[src/rtl/quick_spi_pkg.sv]
// Shared state encoding and mode-vector bit positions for the quick_spi_mc master.
package quick_spi_pkg;

    typedef enum logic [2:0] {
        ST_IDLE   = 3'd0,
        ST_SETUP  = 3'd1,
        ST_SHIFT  = 3'd2,
        ST_HOLD   = 3'd3,
        ST_DONE   = 3'd4,
        ST_LINGER = 3'd5,
        ST_GAP    = 3'd6
    } state_e;

    // Latched per-word mode vector layout
    localparam int unsigned MODE_CPHA = 0;
    localparam int unsigned MODE_CPOL = 1;
    localparam int unsigned MODE_LSB  = 2;
    localparam int unsigned MODE_W    = 3;

endpackage

[src/rtl/quick_spi_clkgen.sv]
// Half-period timer: strobes at the end of each half period and classifies
// SCLK edges as leading/trailing while shifting.
module quick_spi_clkgen #(
    parameter int unsigned DIV_WIDTH  = 8,
    parameter int unsigned EDGE_COUNT = 16
) (
    input  logic                 clk,
    input  logic                 rst_n,
    input  logic                 restart,
    input  logic                 shift_en,
    input  logic [DIV_WIDTH-1:0] div,
    output logic                 hp_end_c,
    output logic                 lead_c,
    output logic                 trail_c,
    output logic                 last_edge_c
);

    localparam int unsigned EDGE_W = $clog2(EDGE_COUNT);

    logic [DIV_WIDTH-1:0] cnt_q;
    logic [EDGE_W-1:0]    edge_q;

    assign hp_end_c    = (cnt_q == div);
    assign lead_c      = hp_end_c & shift_en & ~edge_q[0];
    assign trail_c     = hp_end_c & shift_en & edge_q[0];
    assign last_edge_c = (edge_q == EDGE_W'(EDGE_COUNT - 1));

    // Both counters restart on every state entry so each state owns whole half periods
    always_ff @(posedge clk) begin
        if (!rst_n) begin
            cnt_q  <= '0;
            edge_q <= '0;
        end else if (restart) begin
            cnt_q  <= '0;
            edge_q <= '0;
        end else begin
            if (hp_end_c) cnt_q <= '0;
            else          cnt_q <= cnt_q + DIV_WIDTH'(1);
            if (hp_end_c && shift_en) edge_q <= edge_q + EDGE_W'(1);
        end
    end

endmodule

[src/rtl/quick_spi_mc.sv]
// Multi-mode SPI master: one full-duplex word per start, selectable CPOL/CPHA,
// bit order and rate, with optional slave-select hold across burst words.
module quick_spi_mc
    import quick_spi_pkg::*;
#(
    parameter int unsigned DATA_WIDTH  = 8,
    parameter int unsigned SLAVE_COUNT = 2,
    parameter int unsigned DIV_WIDTH   = 8,
    parameter int unsigned SEL_WIDTH   = (SLAVE_COUNT > 1) ? $clog2(SLAVE_COUNT) : 1
) (
    input  logic                   clk,
    input  logic                   rst_n,
    input  logic                   start,
    input  logic [SEL_WIDTH-1:0]   slave,
    input  logic                   cpol,
    input  logic                   cpha,
    input  logic                   lsb_first,
    input  logic [DIV_WIDTH-1:0]   clk_div,
    input  logic                   keep_ss,
    input  logic                   ss_release,
    input  logic [DATA_WIDTH-1:0]  tx_data,
    output logic [DATA_WIDTH-1:0]  rx_data,
    output logic                   ready,
    output logic                   done,
    output logic                   error,
    output logic                   sclk,
    output logic                   mosi,
    input  logic                   miso,
    output logic [SLAVE_COUNT-1:0] ss_n
);

    state_e                 state_q, state_d;
    logic [SEL_WIDTH-1:0]   slave_q;
    logic [MODE_W-1:0]      mode_q, mode_in;
    logic [DIV_WIDTH-1:0]   div_q;
    logic                   keep_q;
    logic                   gap_setup_q;
    logic [DATA_WIDTH-1:0]  tx_sr, rx_sr;
    logic                   bit_q;
    logic                   sclk_q;
    logic                   samp_q;

    logic                   accept_c, reject_c, restart_c, slave_ok_c;
    logic                   hp_end_c, lead_c, trail_c, last_edge_c;
    logic                   sample_c, drive_c;
    logic [SLAVE_COUNT-1:0] sel_c, ss_c;

    function automatic logic first_bit(input logic [DATA_WIDTH-1:0] w, input logic lsb);
        return lsb ? w[0] : w[DATA_WIDTH-1];
    endfunction

    function automatic logic [DATA_WIDTH-1:0] shift_out(input logic [DATA_WIDTH-1:0] w,
                                                        input logic lsb);
        return lsb ? (w >> 1) : (w << 1);
    endfunction

    assign mode_in[MODE_CPHA] = cpha;
    assign mode_in[MODE_CPOL] = cpol;
    assign mode_in[MODE_LSB]  = lsb_first;

    assign slave_ok_c = ({1'b0, slave} < (SEL_WIDTH + 1)'(SLAVE_COUNT));
    assign restart_c  = (state_d != state_q);
    assign sample_c   = mode_q[MODE_CPHA] ? trail_c : lead_c;
    assign drive_c    = mode_q[MODE_CPHA] ? lead_c  : trail_c;

    quick_spi_clkgen #(
        .DIV_WIDTH  (DIV_WIDTH),
        .EDGE_COUNT (2 * DATA_WIDTH)
    ) u_clkgen (
        .clk         (clk),
        .rst_n       (rst_n),
        .restart     (restart_c),
        .shift_en    (state_q == ST_SHIFT),
        .div         (div_q),
        .hp_end_c    (hp_end_c),
        .lead_c      (lead_c),
        .trail_c     (trail_c),
        .last_edge_c (last_edge_c)
    );

    always_ff @(posedge clk) begin
        if (!rst_n) state_q <= ST_IDLE;
        else        state_q <= state_d;
    end

    always_comb begin
        state_d  = state_q;
        accept_c = 1'b0;
        reject_c = 1'b0;
        case (state_q)
            ST_IDLE: begin
                if (start) begin
                    if (slave_ok_c) begin
                        accept_c = 1'b1;
                        state_d  = ST_SETUP;
                    end else begin
                        reject_c = 1'b1;
                    end
                end
            end
            ST_SETUP:  if (hp_end_c) state_d = ST_SHIFT;
            ST_SHIFT:  if (hp_end_c && last_edge_c) state_d = ST_HOLD;
            ST_HOLD:   if (hp_end_c) state_d = ST_DONE;
            ST_DONE:   state_d = keep_q ? ST_LINGER : ST_IDLE;
            ST_LINGER: begin
                // A start outranks a simultaneous release
                if (start) begin
                    if (!slave_ok_c) begin
                        reject_c = 1'b1;
                    end else begin
                        accept_c = 1'b1;
                        state_d  = (slave == slave_q) ? ST_SHIFT : ST_GAP;
                    end
                end else if (ss_release) begin
                    state_d = ST_GAP;
                end
            end
            ST_GAP:    if (hp_end_c) state_d = gap_setup_q ? ST_SETUP : ST_IDLE;
            default:   state_d = ST_IDLE;
        endcase
    end

    always_comb begin
        sel_c = '0;
        for (int i = 0; i < SLAVE_COUNT; i++) begin
            if (slave_q == SEL_WIDTH'(i)) sel_c[i] = 1'b1;
        end
    end

    always_comb begin
        ss_c = '1;
        case (state_q)
            ST_SETUP, ST_SHIFT, ST_HOLD, ST_LINGER: ss_c = ~sel_c;
            ST_DONE:  if (keep_q) ss_c = ~sel_c;
            default:  ss_c = '1;
        endcase
    end

    // Word datapath; pins are registered one cycle behind the internal timing
    always_ff @(posedge clk) begin
        if (!rst_n) begin
            slave_q     <= '0;
            mode_q      <= '0;
            div_q       <= '0;
            keep_q      <= 1'b0;
            gap_setup_q <= 1'b0;
            tx_sr       <= '0;
            rx_sr       <= '0;
            bit_q       <= 1'b0;
            sclk_q      <= 1'b0;
            samp_q      <= 1'b0;
            ss_n        <= '1;
            sclk        <= 1'b0;
            mosi        <= 1'b0;
            rx_data     <= '0;
            done        <= 1'b0;
            error       <= 1'b0;
            ready       <= 1'b1;
        end else begin
            if (state_q == ST_LINGER) gap_setup_q <= accept_c;

            if (accept_c) begin
                slave_q <= slave;
                mode_q  <= mode_in;
                div_q   <= clk_div;
                keep_q  <= keep_ss;
                sclk_q  <= cpol;
                if (!cpha) begin
                    bit_q <= first_bit(tx_data, lsb_first);
                    tx_sr <= shift_out(tx_data, lsb_first);
                end else begin
                    tx_sr <= tx_data;
                end
            end else begin
                if (drive_c) begin
                    bit_q <= first_bit(tx_sr, mode_q[MODE_LSB]);
                    tx_sr <= shift_out(tx_sr, mode_q[MODE_LSB]);
                end
                if (state_q == ST_SHIFT && hp_end_c) sclk_q <= ~sclk_q;
            end

            samp_q <= sample_c;
            if (samp_q) begin
                if (mode_q[MODE_LSB]) rx_sr <= {miso, rx_sr[DATA_WIDTH-1:1]};
                else                  rx_sr <= {rx_sr[DATA_WIDTH-2:0], miso};
            end

            ss_n  <= ss_c;
            sclk  <= sclk_q;
            mosi  <= bit_q;
            done  <= (state_q == ST_DONE);
            error <= reject_c;
            ready <= (state_d == ST_IDLE) || (state_d == ST_LINGER);
            if (state_q == ST_DONE) rx_data <= rx_sr;
        end
    end

endmodule

[config.mk]
export PLATFORM = sky130hd
export DESIGN_NAME = quick_spi_mc
export DESIGN_NICKNAME = d
export VERILOG_FILES = /design/src/rtl/quick_spi_pkg.sv /design/src/rtl/quick_spi_clkgen.sv /design/src/rtl/quick_spi_mc.sv
export SDC_FILE = /design/constraint.sdc
export NUM_CORES = 1
export LEC_CHECK = 0
export CAP_MARGIN = 30
export CORE_ASPECT_RATIO = 1.1
export CORE_MARGIN = 2
export CORE_UTILIZATION = 49
export DETAILED_ROUTE_END_ITERATION = 8
export PLACE_DENSITY = 0.86
export SYNTH_ARGS = -nofsm -noshare
export SYNTH_HDL_FRONTEND = slang
export SYNTH_SLANG_ARGS = --single-unit
[constraint.sdc]
create_clock -name clk -period 1.5 [get_ports clk]
set_input_delay 0.375 -clock clk [delete_from_list [all_inputs] [get_ports clk]]
set_output_delay 0.375 -clock clk [all_outputs]
set_load 0.005 [all_outputs]
==> impl_metrics.env <==
export IMPL_status="complete, but fails checks"
export IMPL_violations="setup timing"
export IMPL_synthTopCellsByArea="dfxtp_1 40%, mux2i_1 8.2%, a211oi_1 6.2%"
export IMPL_path_class="flop to flop"
export IMPL_dpl_instance_area_um2=3890
export IMPL_leakagePower_nw=1.73
export IMPL_min_path_type="input port to flop"
export IMPL_crit_slowest_cell="dfxtp_2"
export IMPL_min_from="slave"
export IMPL_hold_slack_ps=461
export IMPL_syn_to_final_growth_pct=47.0
export IMPL_synth_seq_cells=61
export IMPL_worst_path_max_fanout=9
export IMPL_antenna_left=0
export IMPL_crit_path_max_incr_delay_ps=390
export IMPL_vias=3156
export IMPL_endpoint_kind="flop"
export IMPL_setup_violations=26
export IMPL_drtIter0Drc=248
export IMPL_yosysTopAreaCell="dfxtp_1"
export IMPL_grt_max_degree=33
export IMPL_num_rows=30
export IMPL_clk_path_buf_depth=2
export IMPL_final_setup_tns_ps=-5170
export IMPL_r2r_start="state_q[2]"
export IMPL_crit_chain="buf_4 > nand2b_1 > a311o_1 > inv_2 > o32ai_4 > buf_6 > nor4_1"
export IMPL_rsz0062_at_grt="true"
export IMPL_synth_ff_type="dfxtp_1"
export IMPL_timing_final_crit_share=1.20
export IMPL_syn_cell_area_um2=3050
export IMPL_nets=469
export IMPL_grt_total_usage=0.259
export IMPL_place_gp_congestion=0.886
export IMPL_final_max_slew_violation_count=0
export IMPL_irDropWorstVdd_mv=0.769
export IMPL_grt_pass1_vias=2971
export IMPL_die_w_um=79.2
export IMPL_synthTopCellsByCount="61 x dfxtp_1, 35 x nand2_1, 31 x nor2_1"
export IMPL_place_hpwl_um=5130
export IMPL_drt_vias_per_instance=6.00
export IMPL_route_detailed_drc=0
export IMPL_arrival_ps=2020
export IMPL_wl_met1_um=3660
export IMPL_first_pass_iters=5
export IMPL_clk_latency_ps=350
export IMPL_grt_overflow_total=0
export IMPL_grt_pass1_wl_um=13800
export IMPL_timing_final_ws_setup_ps=-297
export IMPL_place_port_buffers=39
export IMPL_avgSynthCellArea_um2=8.81
export IMPL_yosys_warnings=0
export IMPL_ys_types=52
export IMPL_cts_htree_levels=3
export IMPL_cp_required_ps=1730
export IMPL_yosysSeqAreaShare=0.401
export IMPL_cts_buffers_inserted=9
export IMPL_maxCapViolations=0
export IMPL_highest_layer="met4"
export IMPL_fin_crit_ps=1800
export IMPL_wl_met2_um=4730
export IMPL_die_h_um=86.7
export IMPL_avgRoutedWirePerCell_um=17.8
export IMPL_synth_top_cell_area_share=0.401
export IMPL_clkTransAtPathRegs_ps=70
export IMPL_io_pins=41
export IMPL_clockRootBuffer="clkbuf_8"
export IMPL_syn_num_nets=374
export IMPL_layout_drive_gt1_share=0.345
export IMPL_max_freq_ghz=0.557
export IMPL_start_kind="flop"
export IMPL_crit_start="state_q[2]"
export IMPL_ys_async_sr_fraction=0
export IMPL_power_total_mw=6.34
export IMPL_hold_viol_final=0
export IMPL_fp_dieArea_um2=6870
export IMPL_antenna_cells=0
export IMPL_antenna_found_initial=0
export IMPL_cts_tree="built"
export IMPL_wl_met3_um=496
export IMPL_fin_area_um2=4480
export IMPL_core_area_um2=6080
export IMPL_ctsHoldBuffers=0
export IMPL_routed_wirelength_um=9360
export IMPL_synth_cells=346
export IMPL_synthMostInstantiatedCell="dfxtp_1"
export IMPL_power_density_nw_per_um2=1410
export IMPL_synth_edf_count=0
export IMPL_start_util=0.501
export IMPL_utilization=0.737
export IMPL_clock_sinks=61
export IMPL_finClkSkew_ps=11.7
## layer usage
metal  up-vias  global-route usage
met2       132               0.445
li1       1434                   -
met3        46              0.0573
met1      1544               0.297
met5         -                   0
met4         0               0.144
## sequential cells by signal (all words and copies together) (netlist names), 2 cells and up
signal	cells
tx_sr	8
u_clkgen.edge_q	4
div_q	8
ss_n	2
rx_data	8
mode_q	2
state_q	3
u_clkgen.cnt_q	8
rx_sr	8
## metrics by stage
step	cells	setup slack, ps
floorplan	346	-59.7
global placement	495	-503
detailed placement	495	-598
CTS	521	-187
global route	526	-381
finish	526	-297
## cell type report
class                   count  area (µm²)
multi-input cells         255        1910
fillers                   402        1600
flip-flops and latches     61        1240
repair buffers            110         990
clock buffers              10         138
well taps                  80         100
clock inverters             6        86.3
inverters                   4        15.0
## cells by family (layout without fill, tap and decap cells)
family,after synthesis,count (layout),share of synthesized area
compound gates,73,73,0.175
buf+inv,31,130,0.0517
simple gates,131,132,0.217
fa+ha+maj,2,2,0.00821
other cells,1,1,0.00123
xor+xnor,21,21,0.0603
mux,26,26,0.0858
flops,61,61,0.401
## power by group
| group | switching [mW] | leakage, nW | total (mW) | internal, mW |
|---|---|---|---|---|
| clock network | 0.693 | 0.112 | 1.67 | 0.977 |
| logic | 1.38 | 1.12 | 2.69 | 1.31 |
| registers | 0.160 | 0.503 | 1.98 | 1.82 |
## timing repair
action                     in CTS  in global routing
gates resized for setup        55                 26
setup endpoints to repair      40                 43
setup buffers                   8                  5
pin swaps                      13                 11
cloned                          2                  0
## cells in the final DEF (no fill, tap or decap), drive strengths merged, types with 14 or more instances in the layout
| cell | Yosys | layout |
|---|---|---|
| nand3 | 15 | 15 |
| mux2i | 25 | 25 |
| nor2 | 32 | 32 |
| a211oi | 25 | 25 |
| nand2 | 35 | 35 |
| xnor2 | 14 | 14 |
| dfxtp | 61 | 61 |
| clkdlybuf4s50 | 0 | 23 |
| a21oi | 24 | 24 |
| buf | 15 | 71 |
| dlygate4sd2 | 0 | 16 |
## worst max-delay path: cells and delay by family, from the launching register on
kind,cells,cell delay (ps)
simple gates,2,370
compound gates,2,450
flops,1,390
buf+inv,3,460
## final timing paths
kind | end | slack [ps] | cells past startpoint
setup / recovery | u_clkgen.cnt_q[4] | -300 | 7
hold / removal | slave_q | 460 | 3
setup reg to reg | u_clkgen.cnt_q[4] | -300 | 7
hold reg to reg | div_q[7] | 470 | 2
(Power assumes the default switching activity.)
